--- src/rtl/friscv_apb_demux.sv ---
// friscv_apb_demux: one APB-style master routed to NB_SLV slaves.
// The master address is decoded against a base/size map. The request goes to one slave with a relative address.
// The response is registered. Decode misses and slave timeouts complete with mst_err set, so the master never hangs.
module friscv_apb_demux #(
    parameter int ADDRW  = 16,
    parameter int XLEN   = 32,
    parameter int NB_SLV = 4,
    parameter logic [NB_SLV*ADDRW-1:0] SLV_ADDR = {16'd40, 16'd24, 16'd8, 16'd0},
    parameter logic [NB_SLV*ADDRW-1:0] SLV_SIZE = {16'd16, 16'd16, 16'd16, 16'd8},
    parameter int TIMEOUT = 64
) (
    input  logic                   aclk,
    input  logic                   aresetn,
    input  logic                   mst_en,
    input  logic                   mst_wr,
    input  logic [ADDRW-1:0]       mst_addr,
    input  logic [XLEN-1:0]        mst_wdata,
    input  logic [XLEN/8-1:0]      mst_strb,
    output logic [XLEN-1:0]        mst_rdata,
    output logic                   mst_ready,
    output logic                   mst_err,
    output logic [NB_SLV-1:0]      slv_en,
    output logic                   slv_wr,
    output logic [ADDRW-1:0]       slv_addr,
    output logic [XLEN-1:0]        slv_wdata,
    output logic [XLEN/8-1:0]      slv_strb,
    input  logic [NB_SLV*XLEN-1:0] slv_rdata,
    input  logic [NB_SLV-1:0]      slv_ready
);

    localparam int SELW = (NB_SLV > 1) ? $clog2(NB_SLV) : 1;
    localparam int CNTW = (TIMEOUT > 1) ? $clog2(TIMEOUT) : 1;
    localparam logic [CNTW-1:0] CNT_LAST = CNTW'((TIMEOUT > 0) ? TIMEOUT - 1 : 0);

    typedef enum logic [1:0] {
        IDLE   = 2'd0,
        ACCESS = 2'd1,
        RESP   = 2'd2
    } state_t;

    state_t              state, state_d;
    logic [SELW-1:0]     sel, sel_d;
    logic [CNTW-1:0]     cnt, cnt_d;
    logic [NB_SLV-1:0]   slv_en_d;
    logic                slv_wr_d;
    logic [ADDRW-1:0]    slv_addr_d;
    logic [XLEN-1:0]     slv_wdata_d;
    logic [XLEN/8-1:0]   slv_strb_d;
    logic                mst_ready_d;
    logic                mst_err_d;
    logic [XLEN-1:0]     mst_rdata_d;

    logic                hit;
    logic [SELW-1:0]     hit_sel;
    logic [ADDRW-1:0]    hit_base;
    logic [ADDRW-1:0]    base;
    logic [ADDRW-1:0]    size;
    logic [XLEN-1:0]     sel_rdata;
    logic                sel_ready;

    // Address decode; limits are summed at ADDRW+1 bits so a region ending at the top of the map does not wrap.
    // The first hit found is kept, so the lowest index wins on overlap.
    always_comb begin
        hit      = 1'b0;
        hit_sel  = '0;
        hit_base = '0;
        base     = '0;
        size     = '0;
        for (int unsigned i = 0; i < NB_SLV; i++) begin
            base = SLV_ADDR[i*ADDRW +: ADDRW];
            size = SLV_SIZE[i*ADDRW +: ADDRW];
            if (!hit && size != '0 && mst_addr >= base &&
                {1'b0, mst_addr} < ({1'b0, base} + {1'b0, size})) begin
                hit      = 1'b1;
                hit_sel  = SELW'(i);
                hit_base = base;
            end
        end
    end

    // Response mux for the slave being accessed; other slaves' ready lines are ignored.
    always_comb begin
        sel_rdata = slv_rdata[32'(sel)*XLEN +: XLEN];
        sel_ready = slv_ready[sel];
    end

    // Next-state and next-output logic for the IDLE / ACCESS / RESP sequence.
    always_comb begin
        state_d     = state;
        sel_d       = sel;
        cnt_d       = cnt;
        slv_en_d    = slv_en;
        slv_wr_d    = slv_wr;
        slv_addr_d  = slv_addr;
        slv_wdata_d = slv_wdata;
        slv_strb_d  = slv_strb;
        mst_ready_d = 1'b0;
        mst_err_d   = mst_err;
        mst_rdata_d = mst_rdata;
        case (state)
            IDLE: begin
                if (mst_en) begin
                    if (hit) begin
                        slv_en_d    = NB_SLV'(1) << hit_sel;
                        slv_wr_d    = mst_wr;
                        slv_addr_d  = mst_addr - hit_base;
                        slv_wdata_d = mst_wdata;
                        slv_strb_d  = mst_strb;
                        sel_d       = hit_sel;
                        state_d     = ACCESS;
                    end else begin
                        mst_ready_d = 1'b1;
                        mst_err_d   = 1'b1;
                        mst_rdata_d = '0;
                        state_d     = RESP;
                    end
                end
            end
            ACCESS: begin
                if (sel_ready) begin
                    slv_en_d    = '0;
                    mst_ready_d = 1'b1;
                    mst_err_d   = 1'b0;
                    mst_rdata_d = slv_wr ? '0 : sel_rdata;
                    cnt_d       = '0;
                    state_d     = RESP;
                end else if (TIMEOUT != 0 && cnt == CNT_LAST) begin
                    slv_en_d    = '0;
                    mst_ready_d = 1'b1;
                    mst_err_d   = 1'b1;
                    mst_rdata_d = '0;
                    cnt_d       = '0;
                    state_d     = RESP;
                end else begin
                    cnt_d = cnt + 1'b1;
                end
            end
            RESP: begin
                state_d = IDLE;
            end
            default: begin
                state_d  = IDLE;
                slv_en_d = '0;
                cnt_d    = '0;
            end
        endcase
    end

    // State and registered outputs; reset drops any transaction in flight.
    always_ff @(posedge aclk or negedge aresetn) begin
        if (!aresetn) begin
            state     <= IDLE;
            sel       <= '0;
            cnt       <= '0;
            slv_en    <= '0;
            slv_wr    <= 1'b0;
            slv_addr  <= '0;
            slv_wdata <= '0;
            slv_strb  <= '0;
            mst_ready <= 1'b0;
            mst_err   <= 1'b0;
            mst_rdata <= '0;
        end else begin
            state     <= state_d;
            sel       <= sel_d;
            cnt       <= cnt_d;
            slv_en    <= slv_en_d;
            slv_wr    <= slv_wr_d;
            slv_addr  <= slv_addr_d;
            slv_wdata <= slv_wdata_d;
            slv_strb  <= slv_strb_d;
            mst_ready <= mst_ready_d;
            mst_err   <= mst_err_d;
            mst_rdata <= mst_rdata_d;
        end
    end

endmodule

--- config.mk ---
export PLATFORM = sky130hd
export DESIGN_NAME = friscv_apb_demux
export DESIGN_NICKNAME = d
export VERILOG_FILES = /design/src/rtl/friscv_apb_demux.sv
export SDC_FILE = /design/constraint.sdc
export NUM_CORES = 1
export LEC_CHECK = 0
export CORE_AREA = 2 2 117 119
export CTS_BUF_LIST = sky130_fd_sc_hd__clkbuf_16
export DETAILED_ROUTE_END_ITERATION = 8
export DIE_AREA = 0 0 119 121
export MAX_ROUTING_LAYER = met4
export PLACE_DENSITY = 0.88
export SLEW_MARGIN = 30
export SYNTH_ARGS = -nofsm -noshare
export SYNTH_HDL_FRONTEND = slang
export SYNTH_SLANG_ARGS = --single-unit
--- constraint.sdc ---
create_clock -name aclk -period 2.1 [get_ports aclk]
set_input_delay 0.525 -clock aclk [delete_from_list [all_inputs] [get_ports aclk]]
set_output_delay 0.525 -clock aclk [all_outputs]
set_load 0.1 [all_outputs]
# Word level (Yosys, flattened, before mapping)
# Cells that the tools add are included.
[word_totals] ff_bits=101 latch_bits=0 mem_bits_rw=0 mem_bits_ro=0 in_bits=188 out_inout_bits=91 word_cells=90 memories=0
[classes] n_addsub=2 mul=0 div_mod_pow=0 magnitude_cmp=9 eq_ne=7 shift=2 muxes=41 n_bitwise=1 reduce_logical=17
[ops] operator="$mux W32" n=5
[ops] operator="$shiftx A128 B8 Y32" n=1
[ops] operator="$pmux W32 S2" n=1
[ops] operator="$lt A16 B6 Y1 const B" n=2
[ops] operator="$mux W4" n=5
[ops] operator="$ge A16 B1 Y1 const B" n=1
[ops] operator="$ge A16 B4 Y1 const B" n=1
[ops] operator="$ge A16 B5 Y1 const B" n=1
[ops] operator="$ge A16 B6 Y1 const B" n=1
[ops] operator="$lt A16 B4 Y1 const B" n=1
[ops] operator="$lt A16 B5 Y1 const B" n=1
[ops] operator="$mux W16" n=1
[ops] operator="$sub A16 B16 Y16" n=1
[ops] operator="$mux W1" n=14
[ops] operator="$mux W2" n=6
[ops] operator="$mux W6" n=2
[ops] operator="$pmux W4 S3" n=1
[ops] operator="$pmux W6 S2" n=1
[ops] operator="$reduce_and A4 Y1" n=2
[ops] operator="$logic_and A1 B1 Y1" n=7
[ops] operator="$add A6 B1 Y6 const B" n=1
[ops] operator="$eq A6 B6 Y1 const B" n=1
[ops] operator="$ne A2 B2 Y1 const B" n=3
[ops] operator="$mux W5" n=1
[ops] operator="15 further kinds" n=18

# Longest topological paths before layout
# Gate-level depths: netlist of the first run.
[depth] depth_word=19 depth_mapped=9 ltp_nobuf=9

# Least setup slack after synthesis of the first run
# No wires, ideal clock.
[synth_path] path_kind="input -> register" start="input mst_addr[9]" end="register slv_addr[11]" setup_ns=0.066 t_arrival_ns=2.316 required_time_ns=2.034 setup_slack_ns=-0.282 cell_stages=7 n_path_buf=0 path_cell_list="or4_1 > a2111o_1 > inv_1 > fa_1 > inv_1 > a2111oi_2 > a21o_1"
[synth_between] elab_chain_cells=16 elab_cells_between_ends=27 classes_between="add/sub: 1; order compare: 8; mux: 7; reduce/logical: 11"
[synth_lines] element="start: declaration" line_no="16" rtl="input logic [ADDRW-1:0] mst_addr,"
[synth_lines] element="$ge A16 B1 Y1 / $lt A16 B4 Y1 (equally long branches)" line_no="72, 73"
[synth_lines] element="$logic_and A1 B1 Y1" line_no="72" rtl="if (!hit && size != '0 && mst_addr >= base &&"
[synth_lines] element="$mux W1" line_no="72"
[synth_lines] element="$logic_not A1 Y1" line_no="72"
[synth_lines] element="$logic_and A1 B1 Y1 (2 in a row)" line_no="72"
[synth_lines] element="$mux W1" line_no="72"
[synth_lines] element="$logic_not A1 Y1" line_no="72"
[synth_lines] element="$logic_and A1 B1 Y1 (2 in a row)" line_no="72"
[synth_lines] element="$mux W1" line_no="72"
[synth_lines] element="$logic_not A1 Y1" line_no="72"
[synth_lines] element="$logic_and A1 B1 Y1 (2 in a row)" line_no="72"
[synth_lines] element="$mux W16 / $mux W1 (equally long branches)" line_no="72"
[synth_lines] element="$sub A16 B16 Y16 / $reduce_and A3 Y1 (equally long branches)"
[synth_lines] element="end signal: assignment" line_no="169" rtl="slv_addr <= slv_addr_d;"
[synth_lines] element="end: declaration" line_no="24" rtl="output logic [ADDRW-1:0] slv_addr,"
# Several ways; a longest one is shown, not always the timed one.
# A chain may end at the register's enable or synchronous reset.

# Worst setup path after layout of the first run
[layout_path] start="input mst_addr[7]" end="register slv_addr[6]"
# The elaborated chain is that of the path after synthesis.

==> results.sh, run 1 <==
export IMPL_h_tree_depth=3
export IMPL_power_switching_uw=1010
export IMPL_period_share_pct=106
export IMPL_p_int_uw=3290
export IMPL_place_area_sq_um=8230
export IMPL_irDropWorstVdd_mv=0.385
export IMPL_die_w_microns=119
export IMPL_setup_ws_ns=-0.136
export IMPL_slew_violations=0
export IMPL_drt_iter0_markers=247
export IMPL_antenna_found_initial=0
export IMPL_routedWlPerCell_microns=18.8
export IMPL_clk_latency_ns=0.34
export IMPL_skew_ns=0.00819
export IMPL_hold_buffers=0
export IMPL_place_congestion=0.847
export IMPL_coreArea_sq_um=13100
export IMPL_drive_gt1_share_pct=37.0
export IMPL_initial_utilization_pct=39.6
export IMPL_crit_fanout=5
export IMPL_die_y_microns=121
export IMPL_synth_fp_nets=594
export IMPL_final_area_sq_um=8640
export IMPL_grt_max_degree=61
export IMPL_synthToLayoutAreaGrowth_pct=66.8
export IMPL_postSynthAreaPerCell_sq_um=12.9
export IMPL_worstPathRequired_ns=2.33
export IMPL_synth_edff_count=0
export IMPL_cp_slowest_stage_delay_ns=0.54
export IMPL_crit_type="in2reg"
export IMPL_pwr_share_seq_pct=45.7
export IMPL_grt_pass1_wl_mm=25.4
export IMPL_total_power_uw=4300
export IMPL_violations="setup timing"
export IMPL_vias=4699
export IMPL_ys_seq_area_share_pct=48.8
export IMPL_p_leak_uw=0.00405
export IMPL_pwr_share_clk_pct=37.7
export IMPL_status="complete, but fails checks"
export IMPL_combPwrFrac_pct=16.5
export IMPL_detail_route_antenna_nets=0
export IMPL_setup_tns_final_ns=-1.33
export IMPL_synth_warnings=0
export IMPL_post_route_util_pct=66.1
export IMPL_synth_area_leaders="dfrtp_1 49%, mux4_2 14%, mux2_2 8.9%"
export IMPL_maxCapViolations=0
export IMPL_crit_path_start_kind="input port"
export IMPL_dp_hpwl_mm=12.8
export IMPL_crit_arrival_ns=2.47
export IMPL_dieArea_sq_um=14400
export IMPL_end_kind="flop"
export IMPL_rows=42
export IMPL_r2r_start="state[0]"
export IMPL_final_setup_viol_count=11
export IMPL_rsz0062_at_grt="true"
export IMPL_clockRootBuffer="clkbuf_16"
export IMPL_cts_buffers=9
export IMPL_cts_sinks=101
export IMPL_critPathSlowestCell="or4_4"
export IMPL_clk_path_buf_depth=2
export IMPL_power_density_nw_per_um2=498
export IMPL_dr_pass1_iters=4
export IMPL_fin_nets=900
export IMPL_cts_tree="done"
export IMPL_io_buffers=278
export IMPL_multi_input_area_sq_um=2430
export IMPL_first_global_vias=4889
export IMPL_drc=0
export IMPL_finalHoldViolations=0
export IMPL_min_period_ns=2.24
export IMPL_yosysTopAreaCellShare_pct=48.8
export IMPL_avgViaCountPerCell=5.30
export IMPL_synth_top_cell_by_area="dfrtp_1"
export IMPL_crit_chain="buf_6, or4_4, a2111o_1, ha_4, nor2b_4, o21ai_1, and4bb_2, a21o_1"
export IMPL_crit_start="mst_addr[7]"
export IMPL_fillers=951
export IMPL_register_area_sq_um=2530
export IMPL_async_flop_share_pct=100
export IMPL_cts_clk_slew_worst_paths_ns=0.07
export IMPL_tightestPinTransition_ns=0.518
export IMPL_slew_headroom_pct=65.5
export IMPL_synth_seq_cells=101
export IMPL_overflow=0
export IMPL_synth_cells=401
export IMPL_dp_slack_ns=-0.840
export IMPL_grtUsageTotal_pct=23.3
export IMPL_io_pin_count=279
export IMPL_fmax_mhz=447
export IMPL_drt_wl_total_mm=16.7
export IMPL_ys_types=49
export IMPL_hold_path_class="in2async"
export IMPL_synth_area_sq_um=5180
export IMPL_switching_share_pct=23.5
export IMPL_synth_ff_type="dfrtp_1"
==> cell usage in the layout (no fill, tap or decap), drive strengths merged, types with 2 or more instances in the layout <==
master         netlist  layout
mux4                33      33
o32ai               32      32
clkdlybuf4s50        0     173
and3                 4       4
mux2                44      44
o21ai                9       9
o31ai                2       2
a21o                12      12
nand2b               2       2
dfrtp              101     101
a2111oi              2       2
nand3                3       3
or4                  2       2
clkinvlp             0       2
nand2               41      41
ha                   4       4
clkbuf              10      13
or2                  3       3
nor2                 5       5
nand4                2       2
nor4                 4       4
nor4b                2       2
buf                 20     144
inv                 38      38
nor2b                2       2
o2bb2ai              3       3
dlygate4sd2          0       4
clkinv               0       2
xor2                 2       2
nor3                 6       6
==> sequential cells by signal (all words and copies together) (netlist names) <==
name,count
sel,2
slv_wdata,32
slv_wr,1
mst_rdata,32
state,2
slv_strb,4
mst_ready,1
slv_en,4
slv_addr,16
mst_err,1
cnt,6
==> path summary, 6_finish.rpt <==
kind | to | slack (ns) | cells after the start
hold reg to reg | slv_addr[12] | 0.50 | 1
setup / recovery | slv_addr[6] | -0.14 | 8
hold / removal | slv_wdata[2] | 0.16 | 2
max in group asynchronous | mst_rdata[13] | 1.47 | 2
min in group aclk | slv_addr[12] | 0.50 | 1
setup reg to reg | slv_wdata[25] | 0.15 | 5
==> power groups by stage <==
stage / Combinational (uW) / Clock, uW / Sequential, uW
CTS: 708 / 1640 / 1970
floorplan: 134 / 0 / 2080
global placement: 686 / 0 / 2010
finish: 711 / 1620 / 1970
global route: 754 / 1730 / 1970
detailed placement: 703 / 0 / 2010
==> layer usage <==
| layer | vias up | routed length [microns] | track usage, % | part of all wire [%] |
|---|---|---|---|---|
| met2 | 254 | 9050 | 41.6 | 54 |
| met5 | - | 0 | - | 0 |
| met3 | 39 | 1050 | 3.81 | 6.3 |
| li1 | 2104 | - | - | - |
| met4 | 0 | 568 | 10.3 | 3.4 |
| met1 | 2302 | 6010 | 25.8 | 36 |
==> what timing repair did <==
item                                    in CTS  in global routing
gates cloned                                 0                  2
pin swaps                                   12                 10
endpoints found under the setup margin      94                 52
resized for setup                           49                 11
setup buffers                                3                  3
==> area by class of cell <==
| class | instances | share of cell area, % |
|---|---|---|
| multi-input cells | 232 | 28.1 |
| repair buffers | 325 | 35.2 |
| inverters | 38 | 1.65 |
| clock buffers | 9 | 2.61 |
| flip-flops and latches | 101 | 29.3 |
| clock inverters | 5 | 0.622 |
| diodes | 1 | 0.0289 |
| well taps | 176 | 2.55 |
==> critical path: cells and delay by family <==
family | cells | cell delay, ns
simple gates | 3 | 0.93
compound gates | 3 | 0.61
fa+ha+maj | 1 | 0.30
buf+inv | 1 | 0.09
==> stage by stage <==
stage	cells	hold WS, ns
5_1_grt	886	0.205
6_report	887	0.163
3_5_place_dp	865	0.484
3_3_place_gp	865	0.476
2_1_floorplan	401	0.229
4_1_cts	882	0.185
==> cell families after synthesis <==
group           count (synthesis)  share of synthesized area, %
xor+xnor                        3                         0.507
compound gates                 65                          10.1
mux                            78                          24.3
flops                         101                          48.8
simple gates                   81                          8.74
fa+ha+maj                       5                          1.35
buf+inv                        68                          6.20
==> Yosys cell counts (3+ instances only) <==
| master | instances |
|---|---|
| buf_4 | 7 |
| clkbuf_1 | 10 |
| inv_1 | 38 |
| o32ai_1 | 32 |
| nor3_1 | 6 |
| o2bb2ai_1 | 3 |
| mux2_4 | 3 |
| mux4_2 | 33 |
| mux2_2 | 41 |
| a21o_1 | 12 |
| nor2_1 | 3 |
| buf_6 | 4 |
| o21ai_0 | 6 |
| ha_1 | 4 |
| buf_2 | 8 |
| nand3_1 | 3 |
| o21ai_1 | 3 |
| and3_1 | 4 |
| dfrtp_1 | 101 |
| nand2_1 | 41 |
Power figures use the tool's default switching activity.
==> run 2: changes to the inputs <==
--- a/config.mk
+++ b/config.mk
@@ -7,6 +7,7 @@
 export LEC_CHECK = 0
 export CORE_AREA = 2 2 117 119
 export CTS_BUF_LIST = sky130_fd_sc_hd__clkbuf_16
+export CTS_CLUSTER_SIZE = 12
 export DETAILED_ROUTE_END_ITERATION = 8
 export DIE_AREA = 0 0 119 121
 export MAX_ROUTING_LAYER = met4
==> results of run 2 <==
The final DEF is identical to that of run 1; final timing and power are the same.
==> run 3: changes to the inputs <==
--- a/config.mk
+++ b/config.mk
@@ -5,11 +5,11 @@
 export SDC_FILE = /design/constraint.sdc
 export NUM_CORES = 1
 export LEC_CHECK = 0
-export CORE_AREA = 2 2 117 119
+export CORE_AREA = 5 5 120 122
 export CTS_BUF_LIST = sky130_fd_sc_hd__clkbuf_16
-export CTS_CLUSTER_SIZE = 12
+export CTS_CLUSTER_SIZE = 40
 export DETAILED_ROUTE_END_ITERATION = 8
-export DIE_AREA = 0 0 119 121
+export DIE_AREA = 0 0 125 127
 export MAX_ROUTING_LAYER = met4
 export PLACE_DENSITY = 0.88
 export SLEW_MARGIN = 30
==> results.sh, run 3 (synthesis results as in run 1) <==
export IMPL_status="complete, but fails checks"
export IMPL_violations="setup timing"
export IMPL_final_cells=886
export IMPL_die_y_microns=127
export IMPL_fillers=912
export IMPL_io_buffers=278
export IMPL_first_global_vias=5207
export IMPL_rows=42
export IMPL_synthToLayoutAreaGrowth_pct=67.0
export IMPL_vias=4637
export IMPL_slew_violations=0
export IMPL_place_congestion=0.884
export IMPL_grt_pass1_wl_mm=26.5
export IMPL_layout_commonest_cell="clkdlybuf4s50_1"
export IMPL_dp_hpwl_mm=13.3
export IMPL_p_leak_uw=0.00408
export IMPL_coreArea_sq_um=13100
export IMPL_period_share_pct=106
export IMPL_grtUsageTotal_pct=21.5
export IMPL_finalHoldViolations=0
export IMPL_crit_arrival_ns=2.46
export IMPL_end_kind="flop"
export IMPL_worstPathRequired_ns=2.34
export IMPL_slew_headroom_pct=66.2
export IMPL_min_period_ns=2.22
export IMPL_die_w_microns=125
export IMPL_clk_latency_ns=0.35
export IMPL_irDropWorstVdd_mv=0.417
export IMPL_drive_gt1_share_pct=37.0
export IMPL_dp_cells=865
export IMPL_grt_max_degree=44
export IMPL_multi_input_area_sq_um=2430
export IMPL_maxCapViolations=0
export IMPL_avgViaCountPerCell=5.23
export IMPL_dr_pass1_iters=4
export IMPL_setup_ws_ns=-0.120
export IMPL_power_density_nw_per_um2=526
export IMPL_clk_path_buf_depth=2
export IMPL_routedWlPerCell_microns=19.1
export IMPL_skew_ns=0.00863
export IMPL_dieArea_sq_um=15900
export IMPL_final_setup_viol_count=10
export IMPL_io_pin_count=279
export IMPL_detail_route_antenna_nets=0
export IMPL_crit_fanout=5
export IMPL_clockRootBuffer="clkbuf_16"
export IMPL_cts_tree="done"
export IMPL_drt_iter0_markers=260
export IMPL_hold_path_class="in2async"
export IMPL_overflow=0
export IMPL_cts_buffers=9
export IMPL_reg_top3="mst_rdata x32, slv_wdata x32, slv_addr x16"
export IMPL_fmax_mhz=450
export IMPL_final_cell_mix="173 x clkdlybuf4s50_1, 126 x buf_4, 100 x dfrtp_1, 41 x mux2_2, 39 x nand2_1"
export IMPL_crit_type="in2reg"
export IMPL_cts_clk_slew_worst_paths_ns=0.07
export IMPL_hold_buffers=0
export IMPL_h_tree_depth=3
export IMPL_crit_path_start_kind="input port"
export IMPL_drc=0
export IMPL_initial_utilization_pct=39.6
export IMPL_fin_nets=898
export IMPL_post_route_util_pct=66.2
export IMPL_tightestPinTransition_ns=0.507
export IMPL_cts_sinks=101
export IMPL_drt_wl_total_mm=16.9
export IMPL_register_area_sq_um=2530
export IMPL_num_antenna_cells=0
export IMPL_rsz0062_at_grt="true"
export IMPL_antenna_found_initial=0
-- run 3: cell type report --
type	instances	area share [%]
clock buffers	9	2.60
well taps	176	2.54
repair buffers	323	34.7
flip-flops and latches	101	29.2
clock inverters	7	1.23
inverters	38	1.65
multi-input cells	232	28.1
-- run 3: stage by stage --
stage | TNS, ns | power [uW] | hold slack [ns] | worst slack, ns | cell area [sq um]
floorplan | -2.09 | 2210 | 0.229 | -0.211 | 5200
global placement | -44.03 | 2690 | 0.476 | -0.723 | 8240
detailed placement | -48.16 | 2710 | 0.471 | -0.770 | 8240
CTS | -1.04 | 4580 | 0.162 | -0.150 | 8610
global route | -1.42 | 4720 | 0.181 | -0.153 | 8660
finish | -0.896 | 4560 | 0.148 | -0.120 | 8660
-- run 3: what timing repair did --
action | in CTS | in global routing
setup endpoints to repair | 93 | 22
hold endpoints to repair | 0 | 0
cloned | 0 | 0
pin swaps | 9 | 13
gates resized for setup | 32 | 29
buffers inserted | 2 | 3
-- run 3: path summary, 6_finish.rpt --
check	start	endpoint	slack, ns	depth (start not counted)
max in group asynchronous	aresetn	slv_wdata[16]	1.31	2
max	mst_addr[7]	slv_addr[8]	-0.12	8
min	aresetn	slv_en[2]	0.15	1
max reg2reg	state[0]	slv_addr[8]	0.21	5
min in group aclk	mst_err	mst_err	0.49	1
min reg2reg	mst_err	mst_err	0.49	1
-- run 3: critical path, cell delays in order --
cell and delay (ns):
buf_6 0.09, or4_4 0.53, a2111o_1 0.35, ha_1 0.33, nor2b_4 0.14, o21ai_2 0.05, and4bb_2 0.26, a21o_1 0.17
-- run 3: routing by layer --
layer | wire, microns | GRT usage [%] | vias up
met5 | 0 | - | -
li1 | - | - | 2104
met3 | 1130 | 5.22 | 50
met4 | 760 | 10.3 | 0
met2 | 8860 | 38.7 | 229
met1 | 6160 | 22.1 | 2254
-- run 3: report_power, final --
group          switching, uW  internal [uW]
clock network            727           1150
registers               10.4           1960
logic                    276            433
total                   1010           3540
==> patch, RTL diff (config.mk and constraints of run 1) <==
Encoding of `state_t`: now one-hot (3 bits for 3 states).
--- a/src/rtl/friscv_apb_demux.sv
+++ b/src/rtl/friscv_apb_demux.sv
@@ -32,10 +32,10 @@
     localparam int CNTW = (TIMEOUT > 1) ? $clog2(TIMEOUT) : 1;
     localparam logic [CNTW-1:0] CNT_LAST = CNTW'((TIMEOUT > 0) ? TIMEOUT - 1 : 0);
 
-    typedef enum logic [1:0] {
-        IDLE   = 2'd0,
-        ACCESS = 2'd1,
-        RESP   = 2'd2
+    typedef enum logic [2:0] {
+        IDLE   = 3'b001,
+        ACCESS = 3'b010,
+        RESP   = 3'b100
     } state_t;
 
     state_t              state, state_d;
Function: no difference found for any inputs over 4 cycles, from zero or initial values and one cycle with aresetn low; so few cycles prove little.
==> patch against run 1 <==
The flow still finishes with violations (setup timing). Die area stayed put. Setup slack worse by 0.31 ns. Synthesized area down 1.2%. Global-route usage increased by 3.2 points. Final area rose by 4.0%. Power rose by 2.4%. Cell count shrank 2.4%. Sequential cell count is 1 higher. Critical path depth up 1. Routed wire length up 12%. Critical path type unchanged.
==> patch: results (changes against run 1) <==
Outcome
  • Status: finished, violations left
  • Violations in the final reports: setup timing

Final layout
  • Sequential cell area share: 28.4% (-0.84 points)
  • Multi-In Gates: 208 (-10%)
  • Number of antenna diodes: 0 (-1)
  • Clk tree area frac: 3.20% (-0.027 points)
  • Multi-input logic area: 2510 sq um (+3.3%)
  • Nets: 878 (-2.4%)
  • Signal buf overhead: 37.7% (+2.5 points)
  • Non-clock buffers: 355 (+9.2%)

Route
  • 1st-iter DRT viols: 271 (+9.7%)

Synth
  • Post-synth net total: 539 (-9.3%)
  • Post-synth top cells: dfrtp_1 (101), mux2_4 (37), a22o_1 (34)
  • Mapped Cells: 346 (-14%)
  • Yosys cell types: 51 (+4.1%)

Worst setup path
  • R2R cell count: 4 (-1)
  • CP endpoint: slv_addr[8]
  • Reg2Reg Setup Slack: 0.26 ns (+0.11 ns)
  • R2r endpoint: mst_rdata[6]

Global routing
  • First-pass GRT wire length: 28400 um (+12%)
  • Global routing usage on met2: 48.1% (+6.5 points)
  • Grt met3 use: 5.73% (+1.9 points)
  • Largest net degree at the start of global routing: 50 (-18%)
  • Gr usage total: 26.5% (+3.2 points)
  • Vias in the first global route: 5156 (+5.5%)

Placement
  • Place WS: -1.23 ns (-0.389 ns)

STA
  • Final setup fails: 95 (+84)
  • Slew HR: 53.1% (-12 points)
  • Setup WS post-layout: -0.450 ns (-0.314 ns)
  • Hold Slack: 0.108 ns (-0.0551 ns)
[patch: worst max-delay path: cells and delay by family]
family	cells	cell delay, ns
fa+ha+maj	1	0.29
compound gates	3	0.57
simple gates	3	1.22
buf+inv	2	0.20
[patch: report_power, final]
| group | total, W | internal [W] | switching (W) |
|---|---|---|---|
| combinational | 0.000786 | 0.000466 | 0.000320 |
| clock | 0.00163 | 0.000835 | 0.000793 |
| sequential | 0.00199 | 0.00198 | 0.0000133 |
[patch: what timing repair did]
| item | CTS | global route |
|---|---|---|
| pin swaps | 48 | 32 |
| endpoints found under the setup margin | 95 | 95 |
| cloned | 6 | 0 |
| gates resized for setup | 97 | 27 |
| buffers inserted | 38 | 8 |
[patch: per-layer routing]
| layer | share of wire, % | up-vias |
|---|---|---|
| li1 | - | 2004 |
| met1 | 35 | 2330 |
| met2 | 55 | 238 |
| met3 | 6.1 | 52 |
| met4 | 3.7 | 0 |
| met5 | 0 | - |
